`src/rtl/burst_write_master_if.sv`:
```
// Bus bundle for burst_write_master: control/status, show-ahead FIFO read side
// and the Avalon-MM burst write master port.
interface burst_write_master_if #(
   parameter int DATA_W    = 32,
   parameter int BURST_MAX = 8,
   parameter int USEDW_W   = 9
);
   localparam int BYTES = DATA_W / 8;
   localparam int BC_W  = $clog2(BURST_MAX) + 1;

   logic                Start;
   logic                Stop;
   logic [31:0]         Length;
   logic [31:0]         WM_startaddress;
   logic                FF_empty;
   logic [USEDW_W-1:0]  FF_usedw;
   logic [DATA_W-1:0]   FF_q;
   logic                FF_readrequest;
   logic                oWM_write;
   logic [31:0]         oWM_writeaddress;
   logic [BC_W-1:0]     oWM_burstcount;
   logic [DATA_W-1:0]   oWM_writedata;
   logic [BYTES-1:0]    oWM_byteenable;
   logic                iWM_waitrequest;
   logic                WM_busy;
   logic                WM_done;

   modport master (
      input  Start, Stop, Length, WM_startaddress,
      input  FF_empty, FF_usedw, FF_q, iWM_waitrequest,
      output FF_readrequest, oWM_write, oWM_writeaddress, oWM_burstcount,
      output oWM_writedata, oWM_byteenable, WM_busy, WM_done
   );

   modport slave (
      output Start, Stop, Length, WM_startaddress,
      output FF_empty, FF_usedw, FF_q, iWM_waitrequest,
      input  FF_readrequest, oWM_write, oWM_writeaddress, oWM_burstcount,
      input  oWM_writedata, oWM_byteenable, WM_busy, WM_done
   );
endinterface

```
`src/rtl/burst_write_master.sv`:
```
// Moves Length bytes from a show-ahead FIFO to memory as Avalon-MM write bursts
// of up to BURST_MAX beats, only launching a burst once the FIFO holds all of it.
module burst_write_master #(
   parameter int DATA_W    = 32,
   parameter int BURST_MAX = 8,
   parameter int USEDW_W   = 9
) (
   input  logic                  iClk,
   input  logic                  iReset_n,
   burst_write_master_if.master  bus
);
   localparam int BYTES = DATA_W / 8;
   localparam int LOG_B = $clog2(BYTES);
   localparam int BC_W  = $clog2(BURST_MAX) + 1;
   localparam logic [BYTES-1:0] ALL_ONES = '1;

   typedef enum logic [1:0] {IDLE, WAIT_FIFO, BURST, COMPLETE} state_t;

   state_t            state_q, state_d;
   logic [31:0]       addr_q, addr_d;
   logic [31:0]       beats_left_q, beats_left_d;
   logic [LOG_B-1:0]  tail_q, tail_d;
   logic [BC_W-1:0]   beat_cnt_q, beat_cnt_d;
   logic              last_burst_q, last_burst_d;
   logic              stop_seen_q, stop_seen_d;
   logic [31:0]       wr_addr_q, wr_addr_d;
   logic [BC_W-1:0]   burstcount_q, burstcount_d;
   logic              write_q, write_d;
   logic [BYTES-1:0]  be_q, be_d;
   logic              busy_q, busy_d;
   logic              done_q, done_d;

   logic              accept;
   logic [BC_W-1:0]   n_calc;
   logic [BYTES-1:0]  tail_mask;
   logic              entry_last;

   assign accept    = write_q & ~bus.iWM_waitrequest;
   assign n_calc    = (beats_left_q >= 32'(BURST_MAX)) ? BC_W'(BURST_MAX) : beats_left_q[BC_W-1:0];
   assign tail_mask = ~(ALL_ONES << tail_q);
   assign entry_last = (32'(n_calc) == beats_left_q);

   // BURST has two phases: beats while write_q is high, then one burst-end
   // cycle with write_q low where the address and remaining count advance.
   always_comb begin
      state_d      = state_q;
      addr_d       = addr_q;
      beats_left_d = beats_left_q;
      tail_d       = tail_q;
      beat_cnt_d   = beat_cnt_q;
      last_burst_d = last_burst_q;
      stop_seen_d  = stop_seen_q;
      wr_addr_d    = wr_addr_q;
      burstcount_d = burstcount_q;
      write_d      = write_q;
      be_d         = be_q;
      done_d       = done_q;
      unique case (state_q)
         IDLE: begin
            if (bus.Start) begin
               addr_d       = bus.WM_startaddress;
               beats_left_d = 32'(bus.Length >> LOG_B) + 32'(|bus.Length[LOG_B-1:0]);
               tail_d       = bus.Length[LOG_B-1:0];
               done_d       = 1'b0;
               state_d      = (bus.Length == 32'd0) ? COMPLETE : WAIT_FIFO;
            end
         end
         WAIT_FIFO: begin
            if (bus.Stop) begin
               state_d = COMPLETE;
            end else if (32'(bus.FF_usedw) >= 32'(n_calc)) begin
               state_d      = BURST;
               wr_addr_d    = addr_q;
               burstcount_d = n_calc;
               write_d      = 1'b1;
               beat_cnt_d   = '0;
               stop_seen_d  = 1'b0;
               last_burst_d = entry_last;
               be_d         = (entry_last && n_calc == BC_W'(1) && tail_q != '0) ? tail_mask : ALL_ONES;
            end
         end
         BURST: begin
            if (bus.Stop) stop_seen_d = 1'b1;
            if (write_q) begin
               if (accept) begin
                  if (beat_cnt_q == burstcount_q - BC_W'(1)) begin
                     write_d = 1'b0;
                     be_d    = '0;
                  end else begin
                     beat_cnt_d = beat_cnt_q + BC_W'(1);
                     // Next beat is the transfer's final one: trim to the tail bytes.
                     be_d = (last_burst_q && (beat_cnt_q + BC_W'(2) == burstcount_q) && tail_q != '0)
                            ? tail_mask : ALL_ONES;
                  end
               end
            end else begin
               addr_d       = addr_q + (32'(burstcount_q) << LOG_B);
               beats_left_d = beats_left_q - 32'(burstcount_q);
               state_d      = (beats_left_q == 32'(burstcount_q) || stop_seen_q || bus.Stop)
                              ? COMPLETE : WAIT_FIFO;
            end
         end
         COMPLETE: begin
            done_d  = 1'b1;
            state_d = IDLE;
         end
         default: state_d = IDLE;
      endcase
      busy_d = (state_d != IDLE);
   end

   always_ff @(posedge iClk or negedge iReset_n) begin
      if (!iReset_n) begin
         state_q      <= IDLE;
         addr_q       <= '0;
         beats_left_q <= '0;
         tail_q       <= '0;
         beat_cnt_q   <= '0;
         last_burst_q <= 1'b0;
         stop_seen_q  <= 1'b0;
         wr_addr_q    <= '0;
         burstcount_q <= '0;
         write_q      <= 1'b0;
         be_q         <= '0;
         busy_q       <= 1'b0;
         done_q       <= 1'b0;
      end else begin
         state_q      <= state_d;
         addr_q       <= addr_d;
         beats_left_q <= beats_left_d;
         tail_q       <= tail_d;
         beat_cnt_q   <= beat_cnt_d;
         last_burst_q <= last_burst_d;
         stop_seen_q  <= stop_seen_d;
         wr_addr_q    <= wr_addr_d;
         burstcount_q <= burstcount_d;
         write_q      <= write_d;
         be_q         <= be_d;
         busy_q       <= busy_d;
         done_q       <= done_d;
      end
   end

   assign bus.FF_readrequest   = accept;
   assign bus.oWM_write        = write_q;
   assign bus.oWM_writeaddress = wr_addr_q;
   assign bus.oWM_burstcount   = burstcount_q;
   assign bus.oWM_writedata    = bus.FF_q;
   assign bus.oWM_byteenable   = be_q;
   assign bus.WM_busy          = busy_q;
   assign bus.WM_done          = done_q;
endmodule

```
`src/flat_wrapper.sv`:
```
// flat-port wrapper written by rule: the top's interface ports become plain ports
module burst_write_master_flat 
#(
   parameter int DATA_W    = 32,
   parameter int BURST_MAX = 8,
   parameter int USEDW_W   = 9
)
  (iClk, iReset_n, bus_Start, bus_Stop, bus_Length, bus_WM_startaddress, bus_FF_empty, bus_FF_usedw, bus_FF_q, bus_iWM_waitrequest, bus_FF_readrequest, bus_oWM_write, bus_oWM_writeaddress, bus_oWM_burstcount, bus_oWM_writedata, bus_oWM_byteenable, bus_WM_busy, bus_WM_done);
  burst_write_master_if #(.DATA_W(DATA_W), .BURST_MAX(BURST_MAX), .USEDW_W(USEDW_W)) bus_i ();
  input  logic iClk;
  input  logic iReset_n;
  input wire logic [$bits(bus_i.Start)-1:0] bus_Start;
  input wire logic [$bits(bus_i.Stop)-1:0] bus_Stop;
  input wire logic [$bits(bus_i.Length)-1:0] bus_Length;
  input wire logic [$bits(bus_i.WM_startaddress)-1:0] bus_WM_startaddress;
  input wire logic [$bits(bus_i.FF_empty)-1:0] bus_FF_empty;
  input wire logic [$bits(bus_i.FF_usedw)-1:0] bus_FF_usedw;
  input wire logic [$bits(bus_i.FF_q)-1:0] bus_FF_q;
  input wire logic [$bits(bus_i.iWM_waitrequest)-1:0] bus_iWM_waitrequest;
  output wire logic [$bits(bus_i.FF_readrequest)-1:0] bus_FF_readrequest;
  output wire logic [$bits(bus_i.oWM_write)-1:0] bus_oWM_write;
  output wire logic [$bits(bus_i.oWM_writeaddress)-1:0] bus_oWM_writeaddress;
  output wire logic [$bits(bus_i.oWM_burstcount)-1:0] bus_oWM_burstcount;
  output wire logic [$bits(bus_i.oWM_writedata)-1:0] bus_oWM_writedata;
  output wire logic [$bits(bus_i.oWM_byteenable)-1:0] bus_oWM_byteenable;
  output wire logic [$bits(bus_i.WM_busy)-1:0] bus_WM_busy;
  output wire logic [$bits(bus_i.WM_done)-1:0] bus_WM_done;
  assign bus_i.Start = bus_Start;
  assign bus_i.Stop = bus_Stop;
  assign bus_i.Length = bus_Length;
  assign bus_i.WM_startaddress = bus_WM_startaddress;
  assign bus_i.FF_empty = bus_FF_empty;
  assign bus_i.FF_usedw = bus_FF_usedw;
  assign bus_i.FF_q = bus_FF_q;
  assign bus_i.iWM_waitrequest = bus_iWM_waitrequest;
  assign bus_FF_readrequest = bus_i.FF_readrequest;
  assign bus_oWM_write = bus_i.oWM_write;
  assign bus_oWM_writeaddress = bus_i.oWM_writeaddress;
  assign bus_oWM_burstcount = bus_i.oWM_burstcount;
  assign bus_oWM_writedata = bus_i.oWM_writedata;
  assign bus_oWM_byteenable = bus_i.oWM_byteenable;
  assign bus_WM_busy = bus_i.WM_busy;
  assign bus_WM_done = bus_i.WM_done;
  burst_write_master #(.DATA_W(DATA_W), .BURST_MAX(BURST_MAX), .USEDW_W(USEDW_W)) u_core (.iClk(iClk), .iReset_n(iReset_n), .bus(bus_i));
endmodule
```
`config.mk`:
```
export PLATFORM = sky130hd
export DESIGN_NAME = burst_write_master_flat
export DESIGN_NICKNAME = d
export VERILOG_FILES = /design/src/rtl/burst_write_master_if.sv /design/src/rtl/burst_write_master.sv /design/src/flat_wrapper.sv
export SDC_FILE = /design/constraint.sdc
export NUM_CORES = 1
export LEC_CHECK = 0
export ABC_CLOCK_PERIOD_IN_PS = 10900
export BUFFER_PORTS_ARGS = -buffer_cell sky130_fd_sc_hd__buf_2
export CELL_PAD_IN_SITES_DETAIL_PLACEMENT = 0
export CELL_PAD_IN_SITES_GLOBAL_PLACEMENT = 1
export CORE_ASPECT_RATIO = 0.75
export CORE_MARGIN = 5
export CORE_UTILIZATION = 43
export CTS_BUF_LIST = sky130_fd_sc_hd__clkbuf_4 sky130_fd_sc_hd__clkbuf_8 sky130_fd_sc_hd__clkbuf_16
export DETAILED_ROUTE_END_ITERATION = 16
export MAX_ROUTING_LAYER = met4
export PLACE_DENSITY = 0.91
export SLEW_MARGIN = 0
export SYNTH_ARGS = -nofsm -noshare
export SYNTH_HDL_FRONTEND = slang
export SYNTH_SLANG_ARGS = --single-unit
```
`constraint.sdc`:
```
create_clock -name iClk -period 10.9 [get_ports iClk]
set_input_delay 0 -clock iClk [delete_from_list [all_inputs] [get_ports iClk]]
set_output_delay 0 -clock iClk [all_outputs]
set_load 0.02 [all_outputs]
```
Word level (Yosys, flattened, before mapping):

Cells that the tools add are included.

* add/sub/neg operators: 6
* magnitude comparators: 2
* equal/unequal tests: 16
* shift-type cells: 1
* mux-type cells: 40
* bitwise logic cells: 4
* reductions and logical operators: 22

Operators by type and width (number)
* two-way mux 32 bit: 4
* one-hot mux 32 bit (2 select lines): 2
* two-way mux 4 bit: 13
* adder 32 x 6 -> 32 bit: 1
* equality test 32 x 4 -> 1 bit: 1
* equality test 4 x 32 -> 1 bit: 1
* greater-or-equal comparator 32 x 4 -> 1 bit (second input constant): 1
* logical NOT 32 bit: 1
* subtractor 32 x 4 -> 32 bit: 1
* adder 30 x 1 -> 31 bit: 1
* one-hot mux 4 bit (2 select lines): 2
* two-way mux 2 bit: 6
* != test 2 bit (second input constant): 6
* nonzero test 2 bit: 5
* greater-or-equal comparator 9 x 4 -> 1 bit: 1
* two-way mux 1 bit: 9
* AND reduction 3 bit: 3
* equality test 4 bit: 2
* one-hot mux 2 bit (4 select lines): 1
* one-hot mux 1 bit (2 select lines): 3
* AND reduction 6 bit: 1
* AND reduction 5 bit: 1
* adder 4 x 1 -> 4 bit (second input constant): 1
* adder 4 x 2 -> 4 bit (second input constant): 1
* other kinds (15): 23

* bits in registers: 117
* output and inout bits: 76
* word-level logic and storage cells: 104

Longest topological paths before layout:

Gate-level depths: netlist of run 1.

* depth after elaboration: 9
* mapped depth: 13

Worst setup path after synthesis of run 1:

Ideal clock, no wire load.

* path type: flip-flop to flip-flop
* from: register u_core.beats_left_q[18]
* to: register u_core.wr_addr_q[10] (netlist: u_core.bus.oWM_writeaddress[10])
* library setup time: 0.125 ns
* arrival time: 3.378 ns
* setup slack: 7.397 ns
* cell stages (with the launch flop): 13
* path buffers: 2
* clock period less this slack: 3.503 ns
* path through: dfrtp_1 > or4_4 > nor4_1 > nand4b_1 > nor3_1 > ha_1 > nand2b_1 > a211oi_1 > o211ai_1 > nand2_1 > clkbuf_1 > buf_2 > mux2_2

* longest elaborated chain between the ends: 4

Ends and longest elaborated chain
* from (decl): RTL line burst_write_master.sv:21 `logic [31:0] beats_left_q, beats_left_d;`
* from (signal assigned): RTL line burst_write_master.sv:130 `beats_left_q <= beats_left_d;`
* greater-or-equal comparator 32 x 4 -> 1 bit: RTL line burst_write_master.sv:39 `assign n_calc = (beats_left_q >= 32'(BURST_MAX)) ? BC_W'(BURST_MAX) : beats_left_q[BC_W-1:0];`
* two-way mux 4 bit: RTL line burst_write_master.sv:39
* named net u_core.n_calc[0]: RTL line burst_write_master.sv:34 `logic [BC_W-1:0] n_calc;`
* greater-or-equal comparator 9 x 4 -> 1 bit: RTL line burst_write_master.sv:71 `end else if (32'(bus.FF_usedw) >= 32'(n_calc)) begin`
* AND reduction 3 bit (no source line)
* to (signal assigned): RTL line burst_write_master.sv:135 `wr_addr_q <= wr_addr_d;`
* to (decl): RTL line burst_write_master.sv:26 `logic [31:0] wr_addr_q, wr_addr_d;`

The timed path passes the listed nets, and every way through them passes these cells.
A chain may end at the register's enable or synchronous reset.

Worst setup path after layout of run 1:

* from: register u_core.beats_left_q[25]
* to: register u_core.wr_addr_q[30] (netlist: u_core.bus.oWM_writeaddress[30])

The elaborated chain is that of the path after synthesis.

==> results of run 1 <==
[registers in the layout (all words and copies together), names as in the netlist]
| register | cells |
|---|---|
| u_core.addr_q | 32 |
| u_core.beats_left_q | 32 |
| u_core.bus.oWM_writeaddress | 32 |
| u_core.beat_cnt_q | 4 |
| u_core.bus.oWM_burstcount | 4 |
| u_core.bus.oWM_byteenable | 4 |
| u_core.state_q | 2 |
| u_core.tail_q | 2 |
| u_core.bus.WM_busy | 1 |
| u_core.bus.WM_done | 1 |
| u_core.bus.oWM_write | 1 |
| u_core.last_burst_q | 1 |
| u_core.stop_seen_q | 1 |
[cell type report]
cell class | count | area, sq um | area share, %
Clock buffer | 20 | 467 | 5.24
Clock inverter | 12 | 143 | 1.60
Inverter | 16 | 60.1 | 0.675
Multi-Input combinational cell | 608 | 3970 | 44.5
Sequential cell | 117 | 2930 | 32.9
Tap cell | 215 | 269 | 3.02
Timing Repair Buffer | 169 | 1070 | 12.0
[how the worst max path moves through the flow]
stage	endpoint	start
2_1_floorplan	u_core.bus.oWM_writeaddress[10]	u_core.beats_left_q[18]
3_3_place_gp	u_core.bus.oWM_writeaddress[24]	u_core.beats_left_q[25]
3_5_place_dp	u_core.bus.oWM_writeaddress[26]	u_core.beats_left_q[25]
4_1_cts	u_core.bus.oWM_writeaddress[30]	u_core.beats_left_q[25]
5_1_grt	u_core.bus.oWM_writeaddress[29]	u_core.beats_left_q[25]
6_report	u_core.bus.oWM_writeaddress[30]	u_core.beats_left_q[25]
[cell usage in the layout, fill, tap and decap left out, types with 21 or more instances in the layout]
master         instances
buf_2                120
dfrtp_1              117
nand2_1               78
nor2_1                66
a21oi_1               54
o21ai_0               51
dlygate4sd3_1         41
mux2_2                32
nor3_1                24
nand3_1               24
xor2_1                21
[synthesized netlist by cell type (13+ instances only)]
master / number / area share, %
buf_4: 32 / 3.3
xnor2_1: 17 / 2.0
mux2_2: 32 / 4.9
ha_1: 17 / 2.9
or3_1: 13 / 1.1
xor2_1: 21 / 2.5
a21oi_1: 54 / 3.7
nand4_1: 15 / 1.3
dfrtp_1: 117 / 40
nor4_1: 19 / 1.6
nand3_1: 24 / 1.6
nand2_1: 79 / 4.0
o21ai_0: 51 / 3.5
nor3_1: 24 / 1.6
nor2_1: 66 / 3.4
and3_1: 16 / 1.4
inv_1: 16 / 0.82
clkbuf_1: 34 / 1.7
[routing by layer]
metal / up-vias / routed length, microns
li1: 3225 / -
met4: 0 / 275
met1: 3313 / 9440
met5: - / 0
met2: 277 / 9250
met3: 29 / 1720
[per-stage QoR]
stage	total power, W	worst slack, ns	area (sq um)
4_1_cts	0.00248	6.50	8900
5_1_grt	0.00264	6.18	8900
6_report	0.00248	6.48	8900
3_5_place_dp	0.00188	6.51	7880
2_1_floorplan	0.00157	7.40	7330
3_3_place_gp	0.00185	6.55	7880
[power breakdown]
part           internal, W  switching, W
clock network     0.000358      0.000218
logic             0.000421      0.000652
registers         0.000635      0.000195
[kinds of logic (layout without fill, tap and decap cells)]
| kind of cell | after synthesis | after routing | synth area share, % |
|---|---|---|---|
| buf+inv | 90 | 217 | 6.42 |
| fa+ha+maj | 19 | 19 | 3.45 |
| mux | 35 | 35 | 5.32 |
| compound gates | 208 | 208 | 18.5 |
| xor+xnor | 38 | 38 | 4.54 |
| simple gates | 308 | 308 | 21.8 |
| flops | 117 | 117 | 39.9 |
==> metrics.csv, run 1 <==
metric,value,unit
vias in the first global route,6359,
Seq cells post-synth,117,
Die Y,123,microns
ys async rst share,100,%
CTS Root Cell,clkbuf_16,
overall global routing resource usage,21.4,%
f_max,0.226,GHz
Crit Path Class,reg2reg,
gpl congestion,0.880,
worst-margin pin slew,1.07,ns
Synth cell types,70,
reg2reg end,u_core.bus.oWM_writeaddress[30],
"Req. time, crit path",11.19,ns
CTS Buf Count,17,
Clock Latency Late Sink,0.41,ns
HPWL after DPL,13.7,mm
Worst IR Drop VDD,159,uV
R2R cell count,10,
Critical Path Fanout Max,47,
post-route insts no fill,1157,
Final Skew,0.00779,ns
postcts setup bufs,0,
die area,19800,sq um
IO Pins,187,
average size of a mapped cell,9.00,sq um
placed insts,1084,
Hold Buf Count CTS,41,
outcome,completed,
hold slack,0.00000774,ns
diodes inserted,0,
max incr delay on CP,0.84,ns
"Slowest-stage cell, CP",nand2_2,
Final Util,53.1,%
Via density,5.92,
number of remaining DRC errors,0,
initial core utilization,43.7,%
Top delay family on crit path,simple AND/OR/NAND/NOR gates,
fill cell count,1570,
Yosys Warn Count,0,
grt met2 use,32.0,%
GR Util met1,30.1,%
Final nets,1059,
P_leak,3.70,nW
Worst path depth,10,
initial antenna violation count,0,
min-delay src,bus_FF_q[0],
grt ovf,0,
RSZ-0062 raised after global routing,no,
mean routed wirelength per cell,17.9,microns
Cell Pwr Density,278,nW/um^2
CTS resizes,0,
CTS Buffer Depth,2,
layout cells sized above 1,22.7,%
first-pass GRT wire length,33.3,mm
RR Startpoint,u_core.beats_left_q[25],
max-cap viol count,0,
Vias,6844,
largest net degree at the start of global routing,73,
WP buf/inv,0,
critical path arrival,4.71,ns
Final period util,40.6,%
hold violation count in the final report,0,
syn nets,945,
Setup TNS Final,0,ns
# rows,41,
register area share after synthesis,39.9,%
Iteration-0 DRC Markers,657,
H-tree levels,4,
Worst slew margin,28.3,%
CTS Sinks,117,
critical-path cell list,or4_4 -> nor4_1 -> nand4b_1 -> nor3_1 -> ha_1 -> nand2b_1 -> a211oi_1 -> o211ai_1 -> nand2_2 -> mux2_2,
layer with the highest usage,met2,
core area,16800,sq um
Hold Path Stages,0,
Routed Antenna Nets,0,
"Min Clock Period, post-route",4.42,ns
crit end category,flop,
chip width,161,microns
TritonRoute pass-1 iters,6,
"EDFF count, synth",0,
Port-buffer cells,121,
Post-Syn Area,7330,sq um
P&R area growth vs syn,21.4,%
CTS tree,done,
Routed WL,20.7,mm
Startpoint Class,flop,
"Slew Viols, Final",0,
met3 usage,4.57,%
count of final setup violators,0,
Hold Path Class,in2out,
R2R Setup Slk,6.48,ns
hold path endpoint,bus_oWM_writedata[0],
Most used DFF post-synth,dfrtp_1,
clk slew on worst S/H paths,0.06,ns
Post-Syn Instances,815,
Note: power is estimated with default switching activity, not from simulation.
==> run 2, diff against run 1 <==
- ABC_CLOCK_PERIOD_IN_PS: 10900 -> 4100
- CORE_UTILIZATION: 43 -> 40
- PLACE_DENSITY: 0.91 -> 0.86
- clock period: 10.9 -> 4.1 ns (I/O delays scaled with it)
==> run 2 against run 1 <==
- register-to-register slack worse by 6.1 ns
- first-iteration DRC count down 14%
- die area up 7.0%
- utilization down 2.5 points
- final cell count up 2.9%
- flip-flop and latch count unchanged
- combinational power rose to 2.7 times the previous value
- maximum frequency up 19%
- wire length up 1.6%
- non-clock buffer count up 6
- critical endpoint is now u_core.bus.oWM_writeaddress[29]
==> metrics.csv, run 2 (same netlist as run 1, synthesis figures left out) <==
metric,value,unit,change
Critical Path Fanout Max,21,,was 47
CTS Buffer Depth,2,,unchanged
Final period util,90.7,%,was 40.6%
Final Util,50.6,%,was 53.1%
critical path arrival,4.02,ns,was 4.71 ns
initial antenna violation count,0,,unchanged
Hold Path Stages,0,,unchanged
postcts setup bufs,0,,unchanged
R2R Setup Slk,0.38,ns,was 6.48 ns
"Min Clock Period, post-route",3.72,ns,was 4.42 ns
Routed Antenna Nets,0,,unchanged
reg2reg end,u_core.bus.oWM_writeaddress[29],,was u_core.bus.oWM_writeaddress[30]
clk slew on worst S/H paths,0.06,ns,about the same
initial core utilization,41.2,%,was 43.7%
# rows,42,,was 41
Startpoint Class,flop,,unchanged
"Slew Viols, Final",0,,unchanged
Routed WL,21.0,mm,was 20.7 mm
"Req. time, crit path",4.40,ns,was 11.19 ns
Final nets,1065,,was 1059
hold violation count in the final report,0,,unchanged
TritonRoute pass-1 iters,5,,was 6
Worst slew margin,24.2,%,was 28.3%
Clock Latency Late Sink,0.42,ns,was 0.41 ns
post-route setup slack,0.380,ns,was 6.48 ns
chip width,166,microns,was 161 microns
placed insts,1118,,was 1084
CTS Buf Count,17,,unchanged
vias in the first global route,6599,,was 6359
CTS Root Cell,clkbuf_16,,unchanged
IO Pins,187,,unchanged
max-cap viol count,0,,unchanged
Vias,6739,,was 6844
core area,17800,sq um,was 16800 sq um
Port-buffer cells,121,,unchanged
Hold Path Class,in2out,,unchanged
grt ovf,0,,unchanged
count of final setup violators,0,,unchanged
RR Startpoint,u_core.beats_left_q[18],,was u_core.beats_left_q[25]
Setup TNS Final,0,ns,unchanged
outcome,completed,,unchanged
Die Y,127,microns,was 123 microns
"commonest non-fill, non-tap cell in the layout",buf_2,,unchanged
worst-margin pin slew,1.13,ns,was 1.07 ns
Crit Path Class,reg2reg,,unchanged
gpl congestion,0.897,,was 0.880
min-delay src,bus_FF_q[5],,was bus_FF_q[0]
diodes inserted,0,,unchanged
f_max,0.269,GHz,was 0.226 GHz
post-route insts no fill,1190,,was 1157
mean routed wirelength per cell,17.7,microns,was 17.9 microns
overall global routing resource usage,20.7,%,was 21.4%
Iteration-0 DRC Markers,568,,was 657
hold path endpoint,bus_oWM_writedata[5],,was bus_oWM_writedata[0]
R2R cell count,11,,was 10
die area,21200,sq um,was 19800 sq um
RSZ-0062 raised after global routing,no,,unchanged
Worst IR Drop VDD,375,uV,was 159 uV
number of remaining DRC errors,0,,unchanged
layout cells sized above 1,23.4,%,was 22.7%
crit end category,flop,,unchanged
Cell Pwr Density,737,nW/um^2,was 278 nW/um^2
Final Skew,0.0120,ns,was 0.00779 ns
"commonest cells after routing, fill and taps aside","buf_2 (120), dfrtp_1 (117), nand2_1 (78)",,unchanged
pre-CTS setup slack,0.348,ns,was 6.51 ns
CTS tree,done,,unchanged
HPWL after DPL,14.8,mm,was 13.7 mm
first-pass GRT wire length,35.1,mm,was 33.3 mm
H-tree levels,4,,unchanged
CTS Sinks,117,,unchanged
Via density,5.66,,was 5.92
P_leak,3.75,nW,was 3.70 nW
P&R area growth vs syn,22.8,%,was 21.4%
largest net degree at the start of global routing,51,,was 73
## run 2: power by group
part | total (W) | leakage, nW | switching (W) | internal, W
clock | 0.00155 | 0.291 | 0.000584 | 0.000969
combinational | 0.00288 | 2.08 | 0.00173 | 0.00115
sequential | 0.00221 | 1.38 | 0.000521 | 0.00169
total | 0.00664 | 3.75 | 0.00284 | 0.00381
## run 2: area by class of cell
type | instances | area [sq um]
Clock buffer | 18 | 433
Clock inverter | 14 | 175
Fill cell | 1641 | 8810
Inverter | 16 | 60.1
Multi-Input combinational cell | 608 | 3970
Sequential cell | 117 | 2930
Tap cell | 242 | 303
Timing Repair Buffer | 175 | 1140
## run 2: metrics by stage
stage / hold slack (ns) / cell area [sq um] / power, W
floorplan: -0.296 / 7330 / 0.00418
global placement: -0.0292 / 7990 / 0.00498
detailed placement: -0.0303 / 7990 / 0.00504
CTS: 0.000137 / 9000 / 0.00666
global route: 0.0000324 / 9010 / 0.00713
finish: 0.00000886 / 9010 / 0.00664
## run 2: worst max-delay path by stage
stage	to	cells after the start	slack [ns]	start
detailed placement	u_core.bus.oWM_writeaddress[9]	11	0.35	u_core.beats_left_q[25]
floorplan	u_core.bus.oWM_writeaddress[10]	12	0.60	u_core.beats_left_q[18]
finish	u_core.bus.oWM_writeaddress[29]	11	0.38	u_core.beats_left_q[18]
CTS	u_core.bus.oWM_writeaddress[22]	11	0.32	u_core.beats_left_q[25]
global route	u_core.bus.oWM_writeaddress[22]	11	0.13	u_core.beats_left_q[18]
global placement	u_core.bus.oWM_writeaddress[28]	11	0.41	u_core.beats_left_q[25]
## run 2: per-layer routing
metal  vias up  share of wire [%]  global-route usage (%)
met2       214                 45                    30.8
met1      3275                 49                    29.7
met4         0               0.76                    4.38
met3        19                5.9                    3.68
met5         -                  0                       -
li1       3231                  -                       -
## run 2: what timing repair did
item / 4_1_cts / 5_1_grt
hold buffers: 40 / 0
hold endpoints to repair: 70 / 0
endpoints found under the setup margin: 0 / 20
resized for setup: 0 / 1
## run 2: critical path: stages (launching register included)
cell and delay, ns:
dfrtp_1 0.41, or4_4 0.60, nor4_1 0.28, nand4b_1 0.32, nor2_1 0.37, nand2_1 0.13
ha_1 0.29, a211oi_1 0.20, o211ai_1 0.20, nand2_2 0.23, buf_12 0.20, mux2_2 0.35
==> run 3, diff against run 2 <==
- CORE_ASPECT_RATIO: 0.75 -> 0.6
==> run 3 against run 2 <==
- clock skew down 0.0026 ns
- critical path depth unchanged
- critical path type unchanged
- flip-flop and latch count unchanged
- sequential share of layout area about the same
- maximum frequency down 2.9%
- setup slack worse by 0.11 ns
- global-route usage up 0.16 points
- first-iteration DRC count up 2.8%
==> metrics.csv, run 3 (same netlist as run 1, synthesis figures left out) <==
metric,value,unit,change
CTS Buffer Depth,2,,unchanged
count of final setup violators,0,,unchanged
clk slew on worst S/H paths,0.06,ns,about the same
CTS tree,done,,unchanged
"Slew Viols, Final",0,,unchanged
vias in the first global route,6390,,was 6599
postcts setup bufs,0,,unchanged
Iteration-0 DRC Markers,584,,was 568
fill cell count,1663,,was 1641
Routed Antenna Nets,0,,unchanged
CTS Buf Count,17,,unchanged
Crit Path Class,reg2reg,,unchanged
first-pass GRT wire length,34.6,mm,was 35.1 mm
max incr delay on CP,0.55,ns,was 0.60 ns
Port-buffer cells,121,,unchanged
crit path from,u_core.beats_left_q[25],,was u_core.beats_left_q[18]
"commonest non-fill, non-tap cell in the layout",buf_2,,unchanged
critical path arrival,4.13,ns,was 4.02 ns
hold violation count in the final report,0,,unchanged
HPWL after DPL,15.4,mm,was 14.8 mm
Critical Path Fanout Max,18,,was 21
"commonest cells after routing, fill and taps aside","buf_2 (120), dfrtp_1 (117), nand2_1 (78)",,unchanged
CTS Root Cell,clkbuf_16,,unchanged
IO Pins,187,,unchanged
f_max,0.261,GHz,was 0.269 GHz
CTS resizes,0,,unchanged
max-cap viol count,0,,unchanged
"Min Clock Period, post-route",3.83,ns,was 3.72 ns
Final Skew,0.00938,ns,was 0.0120 ns
chip width,185,microns,was 166 microns
Worst IR Drop VDD,352,uV,was 375 uV
"Slowest-stage cell, CP",or4_4,,unchanged
RSZ-0062 raised after global routing,no,,unchanged
RR Startpoint,u_core.beats_left_q[25],,was u_core.beats_left_q[18]
largest net degree at the start of global routing,53,,was 51
post-route insts no fill,1192,,was 1190
core area,18000,sq um,was 17800 sq um
"Req. time, crit path",4.40,ns,about the same
worst-margin pin slew,1.07,ns,was 1.13 ns
Clock Latency Late Sink,0.41,ns,was 0.42 ns
crit end category,flop,,unchanged
Vias,6779,,was 6739
"Power, Total",0.00666,W,was 0.00664 W
gpl congestion,0.876,,was 0.897
Startpoint Class,flop,,unchanged
initial antenna violation count,0,,unchanged
Final nets,1069,,was 1065
H-tree levels,4,,unchanged
placed insts,1119,,was 1118
outcome,completed,,unchanged
P_leak,3.76,nW,was 3.75 nW
initial core utilization,40.7,%,was 41.2%
die area,21200,sq um,about the same
post-route setup slack,0.269,ns,was 0.380 ns
layout cells sized above 1,23.5,%,was 23.4%
TritonRoute pass-1 iters,5,,unchanged
min-delay src,bus_FF_q[1],,was bus_FF_q[5]
pre-CTS setup slack,0.323,ns,was 0.348 ns
critical-path cell list,or4_4 -> nor4_1 -> nand4b_1 -> nor3_1 -> ha_1 -> nand2b_1 -> a211oi_1 -> o211ai_1 -> nand2_2 -> buf_4 -> mux2_2,,was or4_4 -> nor4_1 -> nand4b_1 -> nor2_1 -> nand2_1 -> ha_1 -> a211oi_1 -> o211ai_1 -> nand2_2 -> buf_12 -> mux2_2
area of the multi-input gates,3970,sq um,about the same
Hold Buf Count CTS,41,,was 40
# rows,38,,was 42
diodes inserted,0,,unchanged
Cell Pwr Density,739,nW/um^2,was 737 nW/um^2
Setup TNS Final,0,ns,unchanged
overall global routing resource usage,20.8,%,was 20.7%
P&R area growth vs syn,23.0,%,was 22.8%
Die Y,115,microns,was 127 microns
Routed WL,21.5,mm,was 21.0 mm
Seq. cell area,2930,sq um,unchanged
mean routed wirelength per cell,18.1,microns,was 17.7 microns
Via density,5.69,,was 5.66
Worst slew margin,27.7,%,was 24.2%
number of remaining DRC errors,0,,unchanged
CTS Sinks,117,,unchanged
grt ovf,0,,unchanged
Final period util,93.4,%,was 90.7%
Hold Path Class,in2out,,unchanged
## run 3: changes by cell type in the layout (fill, tap and decap cells not counted)
cell           delta
nor4_2            -1
clkinv_2          +1
clkinv_4          +1
buf_4             +4
inv_6             -1
dlygate4sd3_1     +1
nor4_1            +1
clkbuf_4          -1
buf_12            -1
## run 3: cell type report
cell class                 instances  area share, %
clock buffer                      17           4.72
clock inverter                    15           2.00
inverter                          16          0.666
multi-input combinational        608           44.0
sequential                       117           32.5
tap                              240           3.33
timing repair buffer             179           12.8
## run 3: report_power, final
group | switching (W) | leakage (nW) | internal [W]
combinational | 0.00176 | 2.09 | 0.00115
sequential | 0.000524 | 1.38 | 0.00169
clock | 0.000576 | 0.290 | 0.000960
## run 3: worst paths after layout
path	end	slack, ns	cells after the start
setup / recovery	u_core.bus.oWM_writeaddress[10]	0.27	11
hold / removal	bus_oWM_writedata[1]	0.000009	0
setup reg to reg	u_core.bus.oWM_writeaddress[10]	0.27	11
hold reg to reg	u_core.addr_q[1]	0.47	2
max in group asynchronous	u_core.beats_left_q[21]	2.98	3
min in group asynchronous	u_core.state_q[0]	0.18	2
## run 3: metrics by stage
| step | utilization, % | area (sq um) | hold WS [ns] |
|---|---|---|---|
| 4_1_cts | 50.0 | 9020 | 0.000137 |
| 3_5_place_dp | 44.4 | 8000 | 0.000137 |
| 6_report | 50.0 | 9020 | 0.00000881 |
| 5_1_grt | 50.0 | 9020 | 0.0000293 |
| 2_1_floorplan | - | 7330 | -0.296 |
| 3_3_place_gp | 44.4 | 8000 | 0.000137 |
## run 3: metal layers
metal	wire length, microns	vias to the layer above	track usage, %
met4	197	0	4.45
met1	11100	3281	32.4
li1	-	3235	-
met3	1400	18	3.29
met5	0	-	-
met2	8840	245	28.2
## run 3: worst max-delay path, delay by kind of cell (launching register included)
kind / cells / cell delay, ns
and+or+nand+nor: 6 / 1.96
AOI/OAI and AO/OA: 2 / 0.43
DFF: 1 / 0.39
adders and majority gates: 1 / 0.28
buffers and inverters: 1 / 0.27
muxes: 1 / 0.37
